--- config.mk ---
export PLATFORM = sky130hd
export DESIGN_NAME = beam_scan_controller
export DESIGN_NICKNAME = d
export VERILOG_FILES = /design/src/rtl/beam_scan_controller.sv
export SDC_FILE = /design/constraint.sdc
export NUM_CORES = 1
export LEC_CHECK = 0
export ABC_AREA = 1
export BUFFER_PORTS_ARGS = -buffer_cell sky130_fd_sc_hd__buf_2
export CAP_MARGIN = 20
export CORE_UTILIZATION = 30
export CTS_BUF_LIST = sky130_fd_sc_hd__clkbuf_16
export DETAILED_ROUTE_END_ITERATION = 8
export SLEW_MARGIN = 20
export SYNTH_ARGS = -nofsm -noshare
export SYNTH_HDL_FRONTEND = slang
export SYNTH_SLANG_ARGS = --single-unit
--- constraint.sdc ---
create_clock -name clk -period 3.7 [get_ports clk]
set_input_delay 0.74 -clock clk [delete_from_list [all_inputs] [get_ports clk]]
set_output_delay 0.74 -clock clk [all_outputs]
set_load 0.05 [all_outputs]
--- src/rtl/beam_scan_controller.sv ---
// rtl/beam_scan_controller.sv - steps a 12-entry delay table, measures |beam| energy per direction
// and latches the loudest direction once a full scan completes.
module beam_scan_controller #(
  parameter int SETTLE_SAMPLES = 16,
  parameter int WINDOW_LOG2    = 8,
  localparam int ACC_W         = 22 + WINDOW_LOG2
) (
  input  logic                    clk,
  input  logic                    rst,
  input  logic                    sample_valid,
  input  logic signed [21:0]      beam_sample,
  input  logic                    scan_start,
  input  logic                    scan_abort,
  output logic [4:0]              delay_select,
  output logic [4:0]              best_select,
  output logic [ACC_W-1:0]        best_energy,
  output logic [3:0]              scan_index,
  output logic                    busy,
  output logic                    done
);

  localparam int SW = $clog2(SETTLE_SAMPLES + 1);
  localparam int CW = WINDOW_LOG2 + 1;
  localparam logic [SW-1:0] SETTLE_LAST = SW'(SETTLE_SAMPLES - 1);
  localparam logic [CW-1:0] WINDOW_LAST = CW'((1 << WINDOW_LOG2) - 1);
  localparam logic [3:0]    LAST_INDEX  = 4'd11;

  typedef enum logic [1:0] {
    IDLE    = 2'd0,
    SETTLE  = 2'd1,
    ACCUM   = 2'd2,
    COMPARE = 2'd3
  } state_t;

  // Codes 30/31 are parking values only; the table never reaches them.
  function automatic logic [4:0] dir_code(input logic [3:0] idx);
    case (idx)
      4'd0:    dir_code = 5'd0;
      4'd1:    dir_code = 5'd1;
      4'd2:    dir_code = 5'd5;
      4'd3:    dir_code = 5'd6;
      4'd4:    dir_code = 5'd10;
      4'd5:    dir_code = 5'd11;
      4'd6:    dir_code = 5'd15;
      4'd7:    dir_code = 5'd16;
      4'd8:    dir_code = 5'd20;
      4'd9:    dir_code = 5'd21;
      4'd10:   dir_code = 5'd25;
      4'd11:   dir_code = 5'd26;
      default: dir_code = 5'd30;
    endcase
  endfunction

  state_t           state_q, state_d;
  logic [3:0]       scan_index_q, scan_index_d;
  logic [4:0]       delay_select_q, delay_select_d;
  logic [4:0]       best_select_q, best_select_d;
  logic [ACC_W-1:0] best_energy_q, best_energy_d;
  logic             busy_q, busy_d;
  logic             done_q, done_d;
  logic [SW-1:0]    settle_cnt_q, settle_cnt_d;
  logic [CW-1:0]    sample_cnt_q, sample_cnt_d;
  logic [ACC_W-1:0] acc_q, acc_d;
  logic [ACC_W-1:0] cand_energy_q, cand_energy_d;
  logic [4:0]       cand_select_q, cand_select_d;

  logic [21:0]      abs_val;
  logic             take_new;

  // Two's-complement magnitude; -2^21 maps to 2^21 in the 22-bit unsigned result.
  assign abs_val  = beam_sample[21] ? ($unsigned(~beam_sample) + 22'd1) : $unsigned(beam_sample);
  assign take_new = (scan_index_q == 4'd0) || (acc_q > cand_energy_q);

  always_comb begin
    state_d        = state_q;
    scan_index_d   = scan_index_q;
    delay_select_d = delay_select_q;
    best_select_d  = best_select_q;
    best_energy_d  = best_energy_q;
    busy_d         = busy_q;
    done_d         = 1'b0;
    settle_cnt_d   = settle_cnt_q;
    sample_cnt_d   = sample_cnt_q;
    acc_d          = acc_q;
    cand_energy_d  = cand_energy_q;
    cand_select_d  = cand_select_q;

    if (state_q != IDLE && scan_abort) begin
      state_d        = IDLE;
      busy_d         = 1'b0;
      delay_select_d = best_select_q;
    end else begin
      case (state_q)
        IDLE: begin
          if (scan_start) begin
            state_d        = SETTLE;
            scan_index_d   = 4'd0;
            delay_select_d = dir_code(4'd0);
            settle_cnt_d   = '0;
            sample_cnt_d   = '0;
            acc_d          = '0;
            busy_d         = 1'b1;
          end
        end
        SETTLE: begin
          if (sample_valid) begin
            if (settle_cnt_q == SETTLE_LAST) begin
              settle_cnt_d = '0;
              state_d      = ACCUM;
            end else begin
              settle_cnt_d = settle_cnt_q + 1'b1;
            end
          end
        end
        ACCUM: begin
          if (sample_valid) begin
            acc_d = acc_q + {{WINDOW_LOG2{1'b0}}, abs_val};
            if (sample_cnt_q == WINDOW_LAST) begin
              sample_cnt_d = '0;
              state_d      = COMPARE;
            end else begin
              sample_cnt_d = sample_cnt_q + 1'b1;
            end
          end
        end
        COMPARE: begin
          if (take_new) begin
            cand_energy_d = acc_q;
            cand_select_d = dir_code(scan_index_q);
          end
          if (scan_index_q == LAST_INDEX) begin
            best_energy_d  = cand_energy_d;
            best_select_d  = cand_select_d;
            delay_select_d = cand_select_d;
            done_d         = 1'b1;
            busy_d         = 1'b0;
            state_d        = IDLE;
          end else begin
            scan_index_d   = scan_index_q + 4'd1;
            delay_select_d = dir_code(scan_index_q + 4'd1);
            settle_cnt_d   = '0;
            sample_cnt_d   = '0;
            acc_d          = '0;
            state_d        = SETTLE;
          end
        end
        default: state_d = IDLE;
      endcase
    end
  end

  always_ff @(posedge clk) begin
    if (rst) begin
      state_q        <= IDLE;
      scan_index_q   <= 4'd0;
      delay_select_q <= 5'd30;
      best_select_q  <= 5'd30;
      best_energy_q  <= '0;
      busy_q         <= 1'b0;
      done_q         <= 1'b0;
      settle_cnt_q   <= '0;
      sample_cnt_q   <= '0;
      acc_q          <= '0;
      cand_energy_q  <= '0;
      cand_select_q  <= 5'd0;
    end else begin
      state_q        <= state_d;
      scan_index_q   <= scan_index_d;
      delay_select_q <= delay_select_d;
      best_select_q  <= best_select_d;
      best_energy_q  <= best_energy_d;
      busy_q         <= busy_d;
      done_q         <= done_d;
      settle_cnt_q   <= settle_cnt_d;
      sample_cnt_q   <= sample_cnt_d;
      acc_q          <= acc_d;
      cand_energy_q  <= cand_energy_d;
      cand_select_q  <= cand_select_d;
    end
  end

  assign delay_select = delay_select_q;
  assign best_select  = best_select_q;
  assign best_energy  = best_energy_q;
  assign scan_index   = scan_index_q;
  assign busy         = busy_q;
  assign done         = done_q;

endmodule

==> results_dict.tcl, run 1 <==
set metrics [dict create \
    switchingPower_w 0.00254 \
    fin_crit_sh 0.891 \
    synth_top_area_share 0.308 \
    syn_avg_cell_area_um2 6.50 \
    p_sw_frac 0.432 \
    drt.antenna.violating_nets 0 \
    combPwrFrac 0.426 \
    grt.total_usage 0.166 \
    ys.flop_type "dfxtp_1" \
    synth.distinct_cells 43 \
    finalWeightedCongestion 0.916 \
    drt_wl_total_mm 23.0 \
    rsz0062_at_grt "yes" \
    ys_async_sr_fraction 0 \
    clock_sinks 132 \
    max_slew_margin 0.400 \
    maxCapViolCount 0 \
    yosysMostFrequentCell "nand2_1" \
    powerDensity_nw_per_um2 571 \
    place_hpwl_mm 17.6 \
    hold_ws_ns 0.448 \
    cts_buffer_depth 2 \
    die_w_um 171 \
    first_global_vias 8120 \
    core_area_um2 27900 \
    path_cells "buf_2, inv_1, ha_1, inv_1, nor3_2, nand3_1, nor4_1, buf_4, nand2_1, nand2_1, o21ai_0, xor2_1, ha_1, a21oi_1, o21ai_0, a21oi_1, nand3_2, a21o_1, nand2_1, nand2_1, a21oi_1" \
    path_max_fanout 4 \
    fin_ws_ns 0.401 \
    worst_pin_slew_ns 0.900 \
    wire_per_inst_um 12.6 \
    leakage_nw 4.75 \
    synth_edf_count 0 \
    port_buffers 72 \
    path_common_cell "nand2_1" \
    diodes 0 \
    clk_latency_ns 0.42 \
    timing.fmax_ghz 0.303 \
    nets 1529 \
    cts_tree "built" \
    cts_resized 0 \
    vias 8575 \
    slew_viol_final 0 \
    grt_max_degree 75 \
    cpPeakStageDelay_ns 0.33 \
    grt-ovfl-total 0 \
    die_h_um 171 \
    drive_gt1_frac 0.136 \
    yosys_warnings 0 \
    clockRootBuffer "clkbuf_16" \
    outcome "finished, final reports clean" \
    ys_top_cells_by_count "nand2_1 (335), inv_1 (176), nor2_1 (149)" \
    vias_per_cell 4.71 \
    finClkSkew_ns 0.00912 \
    grt_pass1_wl_mm 39.2 \
    dieArea_um2 29300 \
    final_area_um2 10300 \
    period_minus_slack_ns 3.30 \
    syn_inst 1319 \
    rows 61 \
    ys_ff_latch 132 \
    postPlaceCellArea_um2 9680 \
    synthTopCellsByArea "dfxtp_1 (31%), nand2_1 (15%), ha_1 (10%), inv_1 (7.7%), nor2_1 (6.5%)" \
    cp-start-kind "input pin" \
    synthesis.nets 1417 \
    cts.reportedPaths.clkPinSlew_ns 0.06 \
    drc 0 \
    syn2layout_area_growth_pct 20.2 \
    p_clk_frac 0.290 \
    cp_num_buf_inv 4 \
    dr.pass1.iters 5 \
    dpl_worst_slack_ns -0.190 \
    finalSetupViolations 0 \
    start_util 0.307 \
    hp-class "reg2reg" \
    tns_ns 0 \
    cp-end-kind "flop" \
    hold_buffers 0 \
    synth_area_um2 8580 \
    slowest_stage "ha_1" \
    critPathKind "in2reg" \
    synth.largest_area_cell "dfxtp_1" \
    numCtsBuffers 17 \
    cts-htree-levels 4 \
    ys_seq_area_frac 0.308 \
    antenna_found_initial 0 \
    post_cts_buffers 0 \
    required_ns 4.06 \
    irDropWorstVdd_uv 332 \
    intPower_w 0.00335 \
    ios 73 \
    seq_power_share 0.284 \
    final_hold_viol_count 0 \
    cp.arrival_ns 3.66 \
    cpLargestDelayFamily "compound AO/OA/AOI/OAI gates" \
    drt_iter0_drc 492 \
]
metrics by stage:
step           power (W)  utilization  std cells
2_1_floorplan    0.00366            -       1319
3_3_place_gp     0.00419        0.346       1789
3_5_place_dp     0.00420        0.347       1790
4_1_cts          0.00594        0.368       1821
5_1_grt          0.00635        0.369       1821
6_report         0.00589        0.369       1821
worst paths after layout:
path / start / cells after the start / slack (ns) / endpoint
worst max-delay path: beam_sample[0] / 21 / 0.40 / acc_q[23]
worst min-delay path: settle_cnt_q[4] / 2 / 0.45 / settle_cnt_q[4]
worst max register to register: cand_energy_q[13] / 18 / 1.02 / delay_select[2]
worst min register to register: settle_cnt_q[4] / 2 / 0.45 / settle_cnt_q[4]
flip-flops by register name, indices dropped and copies added (netlist names), named ones only:
register and flops:
cand_select_q 5, acc_q 30, delay_select 5, best_energy 30, busy 1, sample_cnt_q 9
done 1, state_q 2, best_select 5, scan_index 4, cand_energy_q 30, settle_cnt_q 5
cells in the final DEF, fill, tap and decap left out, drive strengths merged:
master,n
and3,2
clkinv,8
xnor2,7
or2,9
a21o,4
clkbuf,17
clkinvlp,2
a22oi,1
o31ai,2
inv,183
o21a,1
buf,129
a31oi,31
nand3,91
nor4,5
o21ai,83
nand4,11
ha,70
a21oi,95
a21boi,3
a211oi,5
bufinv,3
xor2,17
dfxtp,132
nor3,25
nand2,340
fa,1
and2,2
a22o,1
nand3b,5
nor2,154
o21bai,2
o211ai,1
o22ai,1
area by class of cell:
class	count	area, µm²
clock buffers	17	425
clock inverters	14	163
fillers	3091	17600
inverters	182	683
multi-input cells	969	5110
flip-flops and latches	132	2640
well taps	378	473
repair buffers	129	808
cell families (layout without fill, tap and decap cells):
| kind of cell | count (synthesis) | in the layout | share of synthesized area |
|---|---|---|---|
| AOI/OAI and AO/OA | 230 | 230 | 0.146 |
| buffers and inverters | 218 | 342 | 0.102 |
| adders and majority gates | 71 | 71 | 0.104 |
| xor gates and xnor gates | 24 | 24 | 0.0245 |
| and+or+nand+nor | 644 | 644 | 0.315 |
| DFF | 132 | 132 | 0.308 |
worst reg2reg max path, stage by stage (launching register included):
cell and delay, ns:
dfxtp_1 0.34, inv_1 0.05, ha_1 0.29, nand2_1 0.06, nor2_1 0.19, inv_1 0.06, nor2_1 0.18, nand2_1 0.08
nand2_1 0.08, nand2_1 0.07, nand2_1 0.11, nand2_4 0.11, nand2_4 0.08, buf_4 0.41, nand2_1 0.13, nand3_1 0.15
nand2_1 0.09, nand2_1 0.06, nand2_1 0.05
power by group through the flow:
stage                     Clock (W)  Combinational [W]  Sequential (W)
after global routing        0.00182            0.00284         0.00169
final                       0.00171            0.00251         0.00167
after CTS                   0.00175            0.00251         0.00167
after global placement            0            0.00249         0.00170
after detailed placement          0            0.00250         0.00170
after floorplan                   0            0.00187         0.00180
metal layers:
layer | vias to the layer above | routed length, µm | track usage
li1 | 4501 | - | -
met2 | 143 | 10500 | 0.281
met4 | 0 | 318 | 0.0493
met1 | 3905 | 11300 | 0.212
met3 | 26 | 853 | 0.0319
met5 | - | 0 | 0
(Power assumes the default switching activity.)
==> run 2: changes to the inputs <==
Settings changed: CELL_PAD_IN_SITES_DETAIL_PLACEMENT set to 1, CELL_PAD_IN_SITES_GLOBAL_PLACEMENT set to 2, PLACE_DENSITY_LB_ADDON set to 0.1.
==> run 2 against run 1 <==
  * First-iteration DRC count decreased by 47%
  * Core utilization increased by 1.0 points
  * Register-to-register slack got worse by 0.02 ns
  * Critical path depth unchanged
  * Clock power increased by 5%
  * Clock skew increased by 0.0092 ns
  * Sequential power about the same
  * Worst setup slack got worse by 0.11 ns
  * Die area unchanged
  * Sequential share of layout area decreased by 0.70 points
  * Critical path type unchanged
  * Critical endpoint is now acc_q[22]
  * Highest routed layer unchanged
==> results_dict.tcl, run 2 (same netlist as run 1, synthesis figures left out) <==
set metrics [dict create \
    grt-ovfl-total 0 \
    outcome "finished, final reports clean" \
    ios 73 \
    antenna_found_initial 0 \
    hold_buffers 0 \
    path_max_fanout 4 \
    total_power_w 0.00625 \
    start_util 0.307 \
    finalWeightedCongestion 0.839 \
    nets 1555 \
    numCtsBuffers 17 \
    rsz0062_at_grt "yes" \
    core_area_um2 27900 \
    die_h_um 171 \
    dr.pass1.iters 5 \
    clock_sinks 132 \
    dieArea_um2 29300 \
    critPathKind "in2reg" \
    finClkSkew_ns 0.0183 \
    finalSetupViolations 0 \
    cp.arrival_ns 3.76 \
    worst_pin_slew_ns 0.600 \
    diodes 0 \
    maxCapViolCount 0 \
    clockRootBuffer "clkbuf_16" \
    cp-start-kind "input pin" \
    syn2layout_area_growth_pct 23.5 \
    die_w_um 171 \
    grt.total_usage 0.198 \
    slowest_stage "ha_1" \
    vias_per_cell 4.76 \
    period_minus_slack_ns 3.41 \
    required_ns 4.05 \
    grt_pass1_wl_mm 45.3 \
    cts_tree "built" \
    powerDensity_nw_per_um2 590 \
    fillers 3693 \
    layoutNonFillerInstCount 1848 \
    timing.fmax_ghz 0.293 \
    port_buffers 72 \
    cts-htree-levels 4 \
    path_cells "buf_2, inv_1, ha_1, inv_1, nor3_2, nand3_2, nor4_4, buf_4, nand2_1, nand2_1, o21ai_0, xor2_1, ha_1, nand2_1, buf_4, nor3_2, nand4_1, nand3_1, a21o_1, nand3_1, a21oi_1" \
    slew_viol_final 0 \
    cts_buffer_depth 2 \
    drc 0 \
    cpPeakStageDelay_ns 0.32 \
    ff_latch_area_um2 2640 \
    final_hold_viol_count 0 \
    drt_iter0_drc 261 \
    drive_gt1_frac 0.163 \
    cts.reportedPaths.clkPinSlew_ns 0.06 \
    vias 8802 \
    final_common_cell "nand2_1" \
    drt_wl_total_mm 27.5 \
    multiInputGateArea_um2 5190 \
    dp.cells 1815 \
    max_slew_margin 0.599 \
    rows 61 \
    drt.antenna.violating_nets 0 \
    cp-end-kind "flop" \
    place_hpwl_mm 21.1 \
    grt_max_degree 44 \
    path_common_cell "nand2_1" \
    first_global_vias 8879 \
    tns_ns 0 \
    clk_latency_ns 0.43 \
    hp-class "reg2reg" \
    wire_per_inst_um 14.9 \
    fin_crit_sh 0.921 \
    irDropWorstVdd_uv 351 \
    leakage_nw 4.89 \
    final_cell_mix "nand2_1 (331), inv_1 (175), nor2_1 (145)" \
]
==> run 2: cell count changes in the layout (fill, tap and decap cells not counted), moves of 2 or more <==
cell,delta
a21oi_1,-4
inv_1,-2
o21ai_0,-3
nand2_2,+3
o21ai_1,+3
nand3_2,+2
buf_4,+26
nand3_1,-3
nor2_1,-2
inv_6,+2
a21oi_2,+4
clkinv_2,-2
nand2_1,-3
==> run 2: report_power, final <==
part	leakage [nW]	internal [W]	switching, W
logic	3.54	0.000857	0.00193
clock network	0.287	0.00107	0.000726
registers	1.07	0.00156	0.000115
==> run 2: area by class of cell <==
type                    count  share of cell area
inverters                 182              0.0645
well taps                 378              0.0446
flip-flops and latches    132               0.249
clock inverters            15              0.0170
multi-input cells         969               0.490
repair buffers            155              0.0940
clock buffers              17              0.0402
==> run 2: metrics by stage <==
step	hold slack, ns	area, µm²	setup WS [ns]	util
global route	0.477	10600	-0.0498	0.379
finish	0.446	10600	0.290	0.379
detailed placement	0.435	9860	-0.224	0.353
floorplan	0.417	8580	0.286	-
global placement	0.428	9860	-0.198	0.353
CTS	0.444	10500	0.214	0.375
==> run 2: worst paths after layout <==
| kind | startpoint | endpoint | slack (ns) | cells past startpoint |
|---|---|---|---|---|
| max | beam_sample[1] | acc_q[22] | 0.29 | 21 |
| min | settle_cnt_q[4] | settle_cnt_q[4] | 0.45 | 2 |
| max reg2reg | cand_energy_q[29] | cand_select_q[3] | 1.00 | 14 |
| min reg2reg | settle_cnt_q[4] | settle_cnt_q[4] | 0.45 | 2 |
==> run 2: critical path: cells and delay by family <==
kind	cells	cell delay, ns
AOI/OAI and AO/OA	3	0.48
and+or+nand+nor	10	1.36
buffers and inverters	5	0.52
adders and majority gates	2	0.47
xor gates and xnor gates	1	0.16
==> run 2: per-layer routing <==
layer  track usage  wire length [µm]  vias to the layer above
met3        0.0294               729                       23
li1              -                 -                     4541
met4        0.0454               311                        0
met2         0.343             12900                       96
met1         0.257             13600                     4142
met5             0                 0                        -
==> run 2: what timing repair did <==
item,CTS,global route
endpoints found under the setup margin,0,13
endpoints found under the hold margin,0,0
buffers inserted,0,1
resized for setup,0,33
==> run 3: changes to the inputs <==
Settings changed: PLACE_DENSITY set to 0.75, PLACE_DENSITY_LB_ADDON 0.1 to not set.
==> run 3 against run 2 <==
  * Clock power increased by 5%
  * Wire length down 2.2%
  * Cell count about the same
  * Power fell by 0.25%
  * First-iteration DRC count grew 14%
  * Sequential share of layout area increased by 0.098 points
  * Core utilization decreased by 0.15 points
  * Highest routed layer unchanged
  * Flip-flop and latch count unchanged
  * Via count fell by 0.68%
  * Register-to-register slack lost 0.03 ns
  * Critical path depth increased by 1
  * Non-clock buffer count rose by 2
==> results_dict.tcl, run 3 (same netlist as run 1, synthesis figures left out) <==
set metrics [dict create \
    worst_pin_slew_ns 0.694 \
    seq_power_share 0.269 \
    slowest_stage "ha_1" \
    combPwrFrac 0.430 \
    vias_per_cell 4.73 \
    r2r_start "cand_energy_q[29]" \
    drive_gt1_frac 0.151 \
    core_area_um2 27900 \
    p_clk_frac 0.301 \
    hold_end "settle_cnt_q[4]" \
    nets 1557 \
    r2r_cells 16 \
    slew_viol_final 0 \
    ios 73 \
    outcome "finished, final reports clean" \
    rows 61 \
    finalSetupViolations 0 \
    fillers 3686 \
    die_h_um 171 \
    timing.fmax_ghz 0.303 \
    r2r_setup_slack_ns 0.97 \
    powerDensity_nw_per_um2 591 \
    grt.total_usage 0.193 \
    port_buffers 72 \
    cts-htree-levels 4 \
    hp-class "reg2reg" \
    start_util 0.307 \
    diodes 0 \
    switchingPower_w 0.00268 \
    cts_buffer_depth 2 \
    cp.arrival_ns 3.61 \
    grt_pass1_wl_mm 44.4 \
    path_cells "buf_2, inv_1, ha_1, inv_1, nor3_2, nand3_1, nor4_1, buf_4, nand4_1, nand2_1, o21ai_0, xor2_1, ha_1, nand2_2, nor2_1, and3_1, nand3_1, nand3_1, a21o_1, nand3_1, nand2_1, nor2_1" \
    final_cell_mix "nand2_1 (334), inv_1 (176), nor2_1 (148)" \
    grt_max_degree 40 \
    first_global_vias 8878 \
    cp-start-kind "input pin" \
    total_power_w 0.00624 \
    path_max_fanout 4 \
    drt_iter0_drc 297 \
    dieArea_um2 29300 \
    cpPeakStageDelay_ns 0.37 \
    cts_tree "built" \
    cts.reportedPaths.clkPinSlew_ns 0.06 \
    drt.antenna.violating_nets 0 \
    die_w_um 171 \
    antenna_found_initial 0 \
    ff_latch_area_um2 2640 \
    fin_crit_sh 0.891 \
    period_minus_slack_ns 3.30 \
    clock_sinks 132 \
    required_ns 4.01 \
    final_hold_viol_count 0 \
    final_common_cell "nand2_1" \
    intPower_w 0.00356 \
    syn2layout_area_growth_pct 23.0 \
    finClkSkew_ns 0.0100 \
    drc 0 \
    wire_per_inst_um 14.5 \
    vias 8742 \
    leakage_nw 4.91 \
    grt-ovfl-total 0 \
    clockRootBuffer "clkbuf_16" \
    hold_depth 2 \
    drt_wl_total_mm 26.9 \
    maxCapViolCount 0 \
    critPathKind "in2reg" \
    clk_latency_ns 0.43 \
    startpoint "beam_sample[0]" \
    hp-start "settle_cnt_q[4]" \
    irDropWorstVdd_uv 338 \
    cp-end-kind "flop" \
    hold_ws_ns 0.449 \
    numCtsBuffers 17 \
    path_common_cell "nand3_1" \
    reg2reg_to "delay_select[1]" \
    tns_ns 0 \
    rsz0062_at_grt "no" \
    max_slew_margin 0.537 \
    place_hpwl_mm 20.9 \
    finalWeightedCongestion 0.817 \
    p_sw_frac 0.430 \
    dr.pass1.iters 4 \
    multiInputGateArea_um2 5110 \
]
run 3: cell count changes in the layout (fill, tap and decap cells not counted), moves of 3 or more:
cell | before | now
nor2_1 | 145 | 148
nand2_1 | 331 | 334
o21ai_0 | 77 | 80
a21oi_2 | 6 | 2
a21oi_1 | 89 | 93
nand2_2 | 6 | 3
o21ai_1 | 3 | 0
run 3: how the worst max path moves through the flow:
stage,slack [ns],endpoint
after global routing,0.0009,acc_q[23]
after global placement,-0.14,acc_q[28]
final,0.40,acc_q[27]
after CTS,0.18,acc_q[24]
after floorplan,0.29,acc_q[28]
after detailed placement,-0.21,acc_q[24]
run 3: power groups by stage:
| stage | registers, W | logic [W] | clock network (W) |
|---|---|---|---|
| 3_3_place_gp | 0.00170 | 0.00269 | 0 |
| 4_1_cts | 0.00168 | 0.00273 | 0.00192 |
| 3_5_place_dp | 0.00171 | 0.00271 | 0 |
| 5_1_grt | 0.00169 | 0.00306 | 0.00198 |
| 2_1_floorplan | 0.00180 | 0.00187 | 0 |
| 6_report | 0.00167 | 0.00268 | 0.00188 |
run 3: what timing repair did:
action,4_1_cts,5_1_grt
hold buffers,0,0
setup buffers,0,1
resized for setup,0,9
setup endpoints to repair,0,10
run 3: cell type report:
type,count,area share
Inverter,182,0.0647
Clock inverter,14,0.0198
Sequential cell,132,0.250
Timing Repair Buffer,157,0.0958
Multi-Input combinational cell,969,0.484
Tap cell,378,0.0448
Clock buffer,17,0.0403
run 3: layer usage:
metal	GRT usage	part of all wire
met5	0	0
met4	0.0516	0.011
met3	0.0264	0.019
met2	0.339	0.48
met1	0.244	0.49
run 3: metrics by stage:
step	cells	worst slack [ns]	util	area, µm²
CTS	1848	0.182	0.376	10500
finish	1849	0.402	0.378	10600
detailed placement	1817	-0.208	0.353	9870
global route	1849	0.000883	0.378	10600
global placement	1817	-0.144	0.353	9870
floorplan	1319	0.286	-	8580
run 3: worst max-delay path: cells and delay by family:
family                     cells  cell delay [ns]
and+or+nand+nor               13             1.47
AOI/OAI and AO/OA              2             0.30
buffers and inverters          4             0.40
adders and majority gates      2             0.53
xor gates and xnor gates       1             0.16
